`src/rtl/otter_dbg_pkg.sv`:
```
// Shared types and widths for the OTTER debug readout logic.
package otter_dbg_pkg;

  localparam int RF_IDX_W  = 5;
  localparam int RF_DATA_W = 32;

  typedef enum logic [1:0] {
    IDLE = 2'd0,
    READ = 2'd1,
    SEND = 2'd2,
    DONE = 2'd3
  } dump_state_t;

endpackage

```
`src/rtl/otter_rfile_dump.sv`:
```
// Register-file dump engine: borrows the rs1 read port and streams a range
// of register values out over a valid/ready handshake.
//
// state | meaning
// IDLE  | waiting for i_start
// READ  | o_rf_addr presented, value captured at the edge
// SEND  | word valid, held until handshake
// DONE  | one-cycle o_done pulse
module otter_rfile_dump
  import otter_dbg_pkg::*;
#(
  parameter int START_IDX = 0,
  parameter int END_IDX   = 31
) (
  input  logic                 i_clk,
  input  logic                 i_rst,
  input  logic                 i_start,
  input  logic                 i_abort,
  output logic                 o_busy,
  output logic                 o_done,
  output logic                 o_rf_req,
  output logic [RF_IDX_W-1:0]  o_rf_addr,
  input  logic [RF_DATA_W-1:0] i_rf_data,
  output logic [RF_DATA_W-1:0] o_data,
  output logic [RF_IDX_W-1:0]  o_idx,
  output logic                 o_last,
  output logic                 o_valid,
  input  logic                 i_ready
);

  if (START_IDX < 0 || START_IDX > END_IDX || END_IDX > 31) begin : g_bad_range
    $error("otter_rfile_dump: need 0 <= START_IDX <= END_IDX <= 31");
  end

  localparam logic [RF_IDX_W-1:0] START_L = RF_IDX_W'(START_IDX);
  localparam logic [RF_IDX_W-1:0] END_L   = RF_IDX_W'(END_IDX);

  dump_state_t          r_state;
  logic [RF_IDX_W-1:0]  r_cnt;
  logic [RF_DATA_W-1:0] r_data;
  logic [RF_IDX_W-1:0]  r_idx;
  logic                 r_last;
  logic                 w_at_end;

  // Counter stops at END_L, so it never has to wrap past 31.
  assign w_at_end = (r_cnt == END_L);

  always_ff @(posedge i_clk) begin
    if (i_rst) begin
      r_state <= IDLE;
      r_cnt   <= '0;
      r_data  <= '0;
      r_idx   <= '0;
      r_last  <= 1'b0;
    end else begin
      case (r_state)
        IDLE: begin
          if (i_start) begin
            r_cnt   <= START_L;
            r_state <= READ;
          end
        end
        READ: begin
          if (i_abort) begin
            r_state <= IDLE;
          end else begin
            r_data  <= i_rf_data;
            r_idx   <= r_cnt;
            r_last  <= w_at_end;
            r_state <= SEND;
          end
        end
        SEND: begin
          if (i_abort) begin
            r_state <= IDLE;
          end else if (i_ready) begin
            if (w_at_end) begin
              r_state <= DONE;
            end else begin
              r_cnt   <= r_cnt + 1'b1;
              r_state <= READ;
            end
          end
        end
        DONE: r_state <= IDLE;
        default: r_state <= IDLE;
      endcase
    end
  end

  assign o_busy    = (r_state != IDLE);
  assign o_done    = (r_state == DONE);
  assign o_rf_req  = (r_state == READ) || (r_state == SEND);
  assign o_valid   = (r_state == SEND);
  assign o_rf_addr = r_cnt;
  assign o_data    = r_data;
  assign o_idx     = r_idx;
  assign o_last    = r_last && (r_state == SEND);

endmodule
```
`config.mk`:
```
export PLATFORM = sky130hd
export DESIGN_NAME = otter_rfile_dump
export DESIGN_NICKNAME = d
export VERILOG_FILES = /design/src/rtl/otter_dbg_pkg.sv /design/src/rtl/otter_rfile_dump.sv
export SDC_FILE = /design/constraint.sdc
export NUM_CORES = 1
export LEC_CHECK = 0
export ABC_CLOCK_PERIOD_IN_PS = 5150
export CAP_MARGIN = 10
export CORE_ASPECT_RATIO = 1.4
export CORE_MARGIN = 2
export CORE_UTILIZATION = 44
export CTS_CLUSTER_DIAMETER = 150
export CTS_CLUSTER_SIZE = 28
export DETAILED_ROUTE_END_ITERATION = 6
export PLACE_DENSITY = 0.92
export SYNTH_ARGS = -nofsm -noshare
export SYNTH_HDL_FRONTEND = slang
export SYNTH_SLANG_ARGS = --single-unit
```
`constraint.sdc`:
```
create_clock -name i_clk -period 5.15 [get_ports i_clk]
set_input_delay 1.03 -clock i_clk [delete_from_list [all_inputs] [get_ports i_clk]]
set_output_delay 1.03 -clock i_clk [all_outputs]
set_load 0.1 [all_outputs]
```
======== Word level (Yosys, flattened, before mapping) ========
Cells that the tools add are included.
word-level totals
  register bits after elaboration ......... 45
  input bits .............................. 37
  output and inout bits ................... 47
  logic and storage cells ................. 35
operators by class
  add/subtract/negate cells ............... 1
  equality and inequality tests ........... 9
  multiplexer cells ....................... 11
  bitwise gates (word level) .............. 1
  reduce and logical (&&, ||, !) cells .... 8
operators with widths
  kind                 count
  $mux 5               4
  $mux 2               5
  $pmux 5 s2           1
  $pmux 2 s4           1
  $ne 2x2->1 const B   3
  $add 5x1->5 const B  1
  $eq 5x5->1 const B   1
  $reduce_and 5->1     1
  $eq 2x2->1 const B   2
  $reduce_and 2->1     2
  $reduce_bool 2->1    2
  $ne 3x2->1 const B   1
  $eq 2x1->1 const B   1
  $logic_not 2->1      1
  $ne 2x1->1 const B   1
  $logic_and 1x1->1    1
  $logic_or 1x1->1     1
  $not 1->1            1

======== Logic depth before layout (Yosys ltp) ========
  word-level depth ........................ 5
  gate-level depth with buffers ........... 7
  gate-level depth less buffers ........... 6

======== Worst setup path before layout ========
No wires, ideal clock.
  path type ............................... reg-to-output
  from .................................... register r_state[0]
  to ...................................... output o_last
  data arrival time ....................... 2.335 ns
  required time ........................... 4.120 ns
  slack ................................... 1.785 ns
  stages on the path, launching flop included .. 5
  buffers on the path ..................... 1
  cells stage by stage .................... dfxtp_1 -> inv_1 -> ha_1 -> buf_2 -> and2_1
between the ends
  cells in the longest elaborated chain, start to end .. 2
RTL lines
  what                      RTL line                text
  start: declaration        otter_rfile_dump.sv:38  dump_state_t r_state;
  start signal: assignment  otter_rfile_dump.sv:50  r_state <= IDLE;
  start signal: assignment  otter_rfile_dump.sv:60  r_state <= READ;
  start signal: assignment  otter_rfile_dump.sv:65  r_state <= IDLE;
  $eq 2x2->1                n/a
  named net o_valid         otter_rfile_dump.sv:27  output logic o_valid,
  $logic_and 1x1->1         otter_rfile_dump.sv:98  assign o_last = r_last && (r_state == SEND);
  end: declaration          otter_rfile_dump.sv:26  output logic o_last,
The timed path passes the listed nets, and every way through them passes these cells.

======== Final worst setup path ========
  from .................................... register r_state[0]
  to ...................................... output o_last
between the ends
  cells in the longest elaborated chain, start to end .. 2
RTL lines
  what               RTL line
  $eq 2x2->1         otter_rfile_dump.sv:98
  $logic_and 1x1->1  otter_rfile_dump.sv:98
Every way passes these cells.

==> metrics.md <==
| Metric | Value |
|---|---|
| Post-cts repair resize count | `0` |
| Height of the die | `80.19 um` |
| Site Rows | `27` |
| Filler Cells Inserted | `approximately 320` |
| Global Route met2 Usage | `0.3360` |
| Die area | `4684 um2` |
| Worst EP arrival | `2.54 ns` |
| CTS hold repair buffers | `0` |
| Number of iterations in the first detailed-routing pass | `4` |
| Max-slew violation count | `0` |
| Largest net degree at the start of global routing | `52` |
| Footprint of the multi-input gates | `845.8 um2` |
| Leakage power total | `1.010 nW` |
| Most Crowded Layer GR | `met2` |
| Overflow left after global routing | `0` |
| CTS H-tree lvls | `2` |
| Unrepaired setup endpoints after global routing | `false` |
| Mapped cell area | `around 1800 um2` |
| Net switching power of the design | `287.4 uW` |
| Vias in the first global route | `1585` |
| Slew at the pin closest to its max-slew limit | `1.010 ns` |
| Area of the core | `3953 um2` |
| Final cell area excluding filler cells | `2780 um2` |
| Combinational group share of total power | `0.266` |
| Inserted Clock Buffers | `5` |
| Cell area power density | `approximately 320 nW/um2` |
| Placer's final routability congestion estimate | `0.8130` |
| Cell variety after synth | `27` |
| Fraction of layout instances using a drive strength above 1 | `0.04605` |
| Antenna violations before repair | `0` |
| Minimum clock period after layout | `3.572 ns` |
| Part of the Yosys area used for sequential elements | `0.4938` |
| Category of the worst setup path capture point | `output pin` |
| Number of nets with antenna violations after routing | `0` |
| Share of total power in sequential cells | `0.422` |
| Share of total power in the clock network | `0.312` |
| Post-CTS Setup Repair Bufs | `0` |
| FF+latch area | `900.9 um2` |
| Total negative setup slack | `0 ns` |
| Maximum resistive drop on vdd | `0.2789 mV` |
| Highest attainable clock frequency | `0.2800 GHz` |
| Relative area change from synthesis to final layout | `52.40%` |
| Count of buffers from port buffering | `83` |
| Critical path startpoint category | `register` |
| Routed wire length per instance | `12.27 um` |
| Total wirelength of the detailed-routed design | `between 4000 and 5000 um` |
| Io pins | `84` |
| Post-CTS clock slew at the launch and capture registers of the worst setup and hold paths | `0.08 ns` |
| Count of buffer and inverter cells on the critical path | `2` |
| Clock latency of the later-clocked register in the worst-skew pair | `0.29 ns` |
| Wire length of the first global-routing pass | `7044 um` |
| Class of the tightest hold or removal check | `reg -> reg` |
| Post-synthesis sequential element count | `45` |
| Run status | `finished clean` |
| Number of hold-slack violations in the final timing report | `0` |
| Worst slew margin relative to its limit | `0.3244` |
| Setup clock skew after layout | `0.004931 ns` |
| Cell type of the slowest stage on the worst timing path | `clkdlybuf4s50_1` |
| Synthesized net count | `roughly 270` |
| Slowest cell delay on critical path | `1.15 ns` |
| Final critical-path share of the clock period | `0.6936` |
| Internal portion of total power | `588.7 uW` |
| Dpl hpwl | `3067 um` |
| # nets final | `347` |
| Category of the critical setup timing path | `reg -> out` |
| Width of the die | `58.42 um` |
| CP Data Required Time | `slightly above 4 ns` |
| Switching power share of the total | `0.3281` |
| GR Util All Layers | `0.1934` |
| Commonest non-fill, non-tap cells in the layout | `clkdlybuf4s50_1, nand2_1, dfxtp_1, a21oi_1, ha_1` |
| Synth Instances | `225` |
| Most common cell after layout, fill and taps aside | `clkdlybuf4s50_1` |
| Final Util | `0.7034` |
| DRC Markers | `0` |
| Diode count | `0` |
| Top Family by Delay on Critical Path | `buffers and inverters` |
| Detailed-route vias per instance | `5.003` |
| Met1 layer usage reported by global route | `0.2058` |
| Number of failing setup endpoints in the final timing report | `0` |
| Clock tree from TritonCTS | `yes` |
| Cell area reported after detailed placement | `roughly 2700 um2` |
| Synth Area per Inst | `8.108 um2` |
| CP Cell Sequence | `inv_1 > ha_1 > and2_1 > clkdlybuf4s50_1` |
| Starting density of the core | `0.4615` |
| Maximum buffer depth of the clock tree | `2` |
| Total clock sinks | `45` |
| Iteration-0 DRC count of the detailed router | `52` |
| Root Driver | `clkbuf_8` |
| Vias | `about 1700` |
| CP Max Fanout | `12` |
| Met3 usage | `0.07729` |
| Reported max-cap violation count | `0` |
| Number of warning messages in the yosys log | `0` |
sequential cells by signal (all words and copies together), names as in the netlist:
| signal | count |
|---|---|
| o_idx | 5 |
| o_data | 32 |
| o_rf_addr | 5 |
| r_last | 1 |
| r_state | 2 |
cells in the mapped netlist, drive strengths merged:
cell	number	area, um2
a211oi	1	20.02
o221ai	1	8.760
a21oi	40	200.2
inv	4	15.01
nand3	2	10.01
nor2	5	18.77
a311oi	1	8.760
dfxtp	45	900.9
nand2b	6	37.54
nor2b	3	18.77
or3b	2	20.02
and4bb	1	12.51
o21ai	1	5.000
nand2	76	285.3
mux2i	2	20.02
clkinv	1	3.750
nand3b	3	22.52
and2	1	6.260
nor3	2	10.01
and3	2	12.51
clkbuf	7	26.28
nand4	2	12.51
a21o	2	15.01
buf	7	35.03
ha	7	87.58
mux2	1	11.26
power groups by stage:
stage               clock (mW)  sequential [mW]  combinational (mW)
global route             0.296            0.372               0.246
floorplan                    0            0.472              0.0721
CTS                      0.283            0.370               0.235
detailed placement           0            0.378               0.234
finish                   0.274            0.370               0.233
global placement             0            0.377               0.233
metrics by stage:
step,hold slack [ns],power [mW],setup WS [ns],instances
finish,0.4523,0.8761,1.578,347
global route,0.4713,0.9139,1.422,347
detailed placement,0.4435,0.6121,1.909,339
CTS,0.4553,0.8871,1.563,347
floorplan,0.4317,0.5445,1.785,225
global placement,0.4393,0.6094,1.960,339
worst register-to-register path, delay by kind of cell, from the launching register on:
kind                       cells  cell delay (ns)
AOI/OAI and AO/OA              1             0.15
DFF                            1             0.37
buffers and inverters          2             0.49
adders and majority gates      1             0.25
and+or+nand+nor                2             0.73
worst paths after layout:
| kind | from | end | slack (ns) | depth (start not counted) |
|---|---|---|---|---|
| worst max-delay path | r_state[0]$_SDFFE_PP0P_ | o_last | 1.58 | 4 |
| worst min-delay path | r_last$_SDFFE_PP0N_ | r_last$_SDFFE_PP0N_ | 0.45 | 2 |
| worst max register to register | r_state[1]$_SDFFE_PP0P_ | o_data[5]$_SDFFE_PP0N_ | 3.09 | 6 |
| worst min register to register | r_last$_SDFFE_PP0N_ | r_last$_SDFFE_PP0N_ | 0.45 | 2 |
cells by family after synthesis:
logic type	synth area share
compound gates	0.1413
simple gates	0.2558
flops	0.4938
mux	0.01715
buf+inv	0.04389
fa+ha+maj	0.04801
area by class of cell:
cell class                 instances  area share
clock inverter                     2     0.01350
timing repair buffer              85      0.3024
tap                               43     0.01935
sequential                        45      0.3240
inverter                           5    0.006751
multi-input combinational        161      0.3042
clock buffer                       6     0.02970
layer usage:
| metal | part of all wire | up-vias |
|---|---|---|
| met3 | 0.092 | 8 |
| met2 | 0.50 | 59 |
| met4 | 0.016 | 0 |
| met5 | 0 | - |
| li1 | - | 887 |
| met1 | 0.40 | 782 |
No activity file was read; power rests on OpenSTA's default activity.
==> patch 1 (same flow settings) <==
Make the reset (`i_rst`) asynchronous in one clocked block.
--- a/src/rtl/otter_rfile_dump.sv
+++ b/src/rtl/otter_rfile_dump.sv
@@ -47,3 +47,3 @@
 
-  always_ff @(posedge i_clk) begin
+  always_ff @(posedge i_clk or posedge i_rst) begin
     if (i_rst) begin
Behaviour: differs if i_rst is asserted again (counterexample within 4 cycles, from zero or initial values and one cycle with i_rst high); with i_rst held inactive, the same outputs for 10 cycles.
==> patch 1 against the unedited design <==
Count of clock-buffer cells in the layout stayed put. Core utilization is 1.4 points lower. Routed wire length is 0.94% lower. Setup slack worse by 0.088 ns. Cell area is 4.2% higher. Via count is 24% lower. Sequential share of layout area is 6.5 points higher. Die area is 4.3% higher. Maximum frequency is 2.4% lower. Clock skew is 0.0023 ns higher. Sequential cell count stayed put. Synthesized area is 4.6% higher. Critical path type unchanged. Critical endpoint unchanged. Largest cell class unchanged. Highest routed layer unchanged.
Power is not shown: default switching activity piles up to over one toggle a cycle in this logic, so the estimate is an artifact.
==> patch 1: results (changes against the unedited design) <==
metric,value,unit,change
ys_top_cells_by_count,"45 x dfrtp_1, 33 x mux2_2, 7 x ha_1, 7 x nand2_1, 6 x inv_1",,
place_hpwl,3150,µm,+2.8%
cts.repair.resized,0,,unchanged
grt_use_met3,0.0457,,-0.0316
wl,4220,µm,-0.94%
fillers,326,,+2.2%
gp_congestion,0.738,,-9.3%
dpl_cell_area,0.00278,mm²,+4.4%
critPathTopFamily,buffers and inverters,,
grt_usage,0.180,,-0.0137
use_met1,0.196,,-0.00949
ys.warnings.count,0,,unchanged
insertion_delay,0.29,ns,about the same
cts_made_buffers,5,,unchanged
synth_fp_nets,177,,-34%
synth_xor_area_frac,0,,unchanged
use_met2,0.335,,-0.00117
synth_compound_area_frac,0.0407,,-0.101
syn_avg_cell_area,14.3,µm²,+77%
cts.path.max_buffers,2,,unchanged
r2r_cells,6,,unchanged
diodes,0,,unchanged
critical-path-max-stage-delay,1.13,ns,-0.02 ns
synth_fa_ha_area_frac,0.0459,,-0.00211
yosysSeqAreaShare,0.590,,+0.0963
synth_flop_cell,dfrtp_1,,
grt_pass1_wl,6550,µm,-7.0%
preCtsSetupSlack,1.83,ns,-0.0770 ns
status,"finished, final reports clean",,
post_cts_buffers,0,,unchanged
wire_per_inst,15.9,µm,+30%
largest_register_ff_count,32,,unchanged
antenna_found_initial,0,,unchanged
cts_max_level,2,,unchanged
fin_worst_skew,0.00721,ns,+0.00228 ns
synth_async_sr_flop_share,1.00,,+1.00
drt_iter0_markers,16,,-69%
drive_above_1_share,0.214,,+0.168
slowest_stage,clkdlybuf4s50_1,,
vias_per_cell,5.00,,about the same
synth_mux_area_frac,0.240,,+0.223
fin_nets,263,,-24%
root_buffer,clkbuf_8,,
min_path_type,register to register,,
drt_pass1_iterations,4,,unchanged
grt_start_max_net_pins,46,,-12%
synth_area_leaders,"dfrtp_1 59%, mux2_2 19%, ha_1 4.6%",,
worst_pin_slew,1.02,ns,+0.0132 ns
grt_pass1_vias,1334,,-16%
clk_pin_slew,0.09,ns,
synth.distinct_cells,27,,unchanged
arrival,2.63,ns,+0.09 ns
hold_path_depth,1,,-1
port-buffer-count,83,,unchanged
==> patch 1: cell count changes after synthesis, moves of 4 or more <==
cell      delta
mux2_1       +4
mux2_2      +33
dfrtp_1     +45
a21oi_1     -39
nor2_1       -4
clkbuf_1     -7
nand2b_1     -4
dfxtp_1     -45
nand2_1     -69
==> patch 1: cells by family (layout without fill, tap and decap cells) <==
group | count (synthesis) | count (layout)
flops | 45 | 45
mux | 41 | 41
simple gates | 18 | 18
buf+inv | 12 | 99
compound gates | 10 | 10
fa+ha+maj | 7 | 7
==> patch 1: worst register-to-register path, stage by stage (launching register included) <==
cell	delay (ns)
dfrtp_1	0.45
ha_1	0.23
and3_1	0.18
ha_1	0.24
or3b_4	0.45
a21oi_4	0.21
mux2_1	0.33
==> patch 1: layer usage <==
layer | vias to the layer above | share of wire
met3 | 5 | 0.049
met4 | 0 | 0.012
met1 | 640 | 0.38
met5 | - | 0
met2 | 48 | 0.56
li1 | 633 | -
==> patch 1: worst paths after layout <==
check                              from           end  slack [ns]
min                          o_data[28]    o_data[28]        0.50
min reg2reg                  o_data[28]    o_data[28]        0.50
max reg2reg                o_rf_addr[0]  o_rf_addr[0]        2.96
max in group asynchronous         i_rst    o_data[22]        3.58
min in group asynchronous         i_rst    o_data[28]        1.17
max                          r_state[0]        o_last        1.49
==> patch 1: area by class of cell <==
cell class,count,area (µm²),share of cell area
Inverter,7,26.3,0.00907
Clock buffer,6,82.6,0.0285
Clock inverter,2,37.5,0.0130
Sequential cell,45,1130,0.389
Multi-Input combinational cell,76,731,0.252
Tap cell,45,56.3,0.0194
Timing Repair Buffer,84,838,0.289
==> patch 2 (config.mk and constraints unchanged) <==
Made on the original files. Change the package constant `RF_DATA_W` from 32 to 16.
--- a/src/rtl/otter_dbg_pkg.sv
+++ b/src/rtl/otter_dbg_pkg.sv
@@ -4,3 +4,3 @@
   localparam int RF_IDX_W  = 5;
-  localparam int RF_DATA_W = 32;
+  localparam int RF_DATA_W = 16;
 
Interface: changed (resized i_rf_data and o_data); port bits go from 84 to 52. The function was not compared with the original's and may differ.
==> patch 2 against the unedited design <==
Core utilization shrank 3.8 points. Routed wire length shrank 29%. Synthesized area shrank 30%. Largest cell class is now multi-input combinational cells. Setup slack gained 0.10 ns. Highest routed layer unchanged. Cell area shrank 32%. Sequential cell count shrank 16. Power shrank 37%.
==> patch 2: results (changes against the unedited design) <==
metric,value,unit,change
status,"finished, final reports clean",,
leakage,0.702,nW,-30%
use_met1,0.186,,-0.0195
regToRegSetupSlack,3.20,ns,+0.11 ns
grt_usage,0.187,,-0.00611
dpl_cell_area,0.00179,mm²,-33%
grt_pass1_vias,1106,,-30%
place_hpwl,2150,µm,-30%
holdPathEnd,o_data[6],,
vias,1201,,-31%
largest_register_ff_count,16,,-50%
wl,3030,µm,-29%
port-buffer-count,51,,-39%
fin_worst_skew,0.00275,ns,-0.00218 ns
drt_iter0_markers,23,,-56%
grt_pass1_wl,4740,µm,-33%
fin_crit,3.47,ns,-0.101 ns
fillers,255,,-20%
wl_met2,1610,µm,-24%
synthCells,154,,-32%
fin_nets,232,,-33%
gp_congestion,0.712,,-12%
seq_power,237,µW,-36%
grt_use_met3,0.0575,,-0.0198
synth_area_leaders,"dfxtp_1 45%, nand2_1 13%, a21oi_1 9.8%",,
wl_met3,138,µm,-65%
use_met2,0.345,,+0.00904
holdWs,0.451,ns,-0.000962 ns
grt_start_max_net_pins,36,,-31%
==> patch 2: cell types whose count changed in the layout (fill, tap and decap cells not counted), sizes merged, moves of 2 or more <==
| cell | change |
|---|---|
| a21oi | -14 |
| buf | -3 |
| clkdlybuf4s50 | -31 |
| dfxtp | -16 |
| inv | +2 |
| nand2 | -32 |
| nor2b | -3 |
| nor3 | -2 |
==> patch 2: kinds of logic after synthesis <==
family / Yosys count / share of synthesized area
adders and majority gates: 7 / 0.0686
AOI/OAI and AO/OA: 32 / 0.141
DFF: 29 / 0.454
buffers and inverters: 14 / 0.0490
muxes: 4 / 0.0353
and+or+nand+nor: 68 / 0.252
==> patch 2: layout make-up <==
cell class	count	share of cell area
inverters	6	0.0120
well taps	37	0.0247
clock buffers	6	0.0387
clock inverters	2	0.00533
flip-flops and latches	29	0.309
repair buffers	51	0.272
multi-input cells	111	0.338
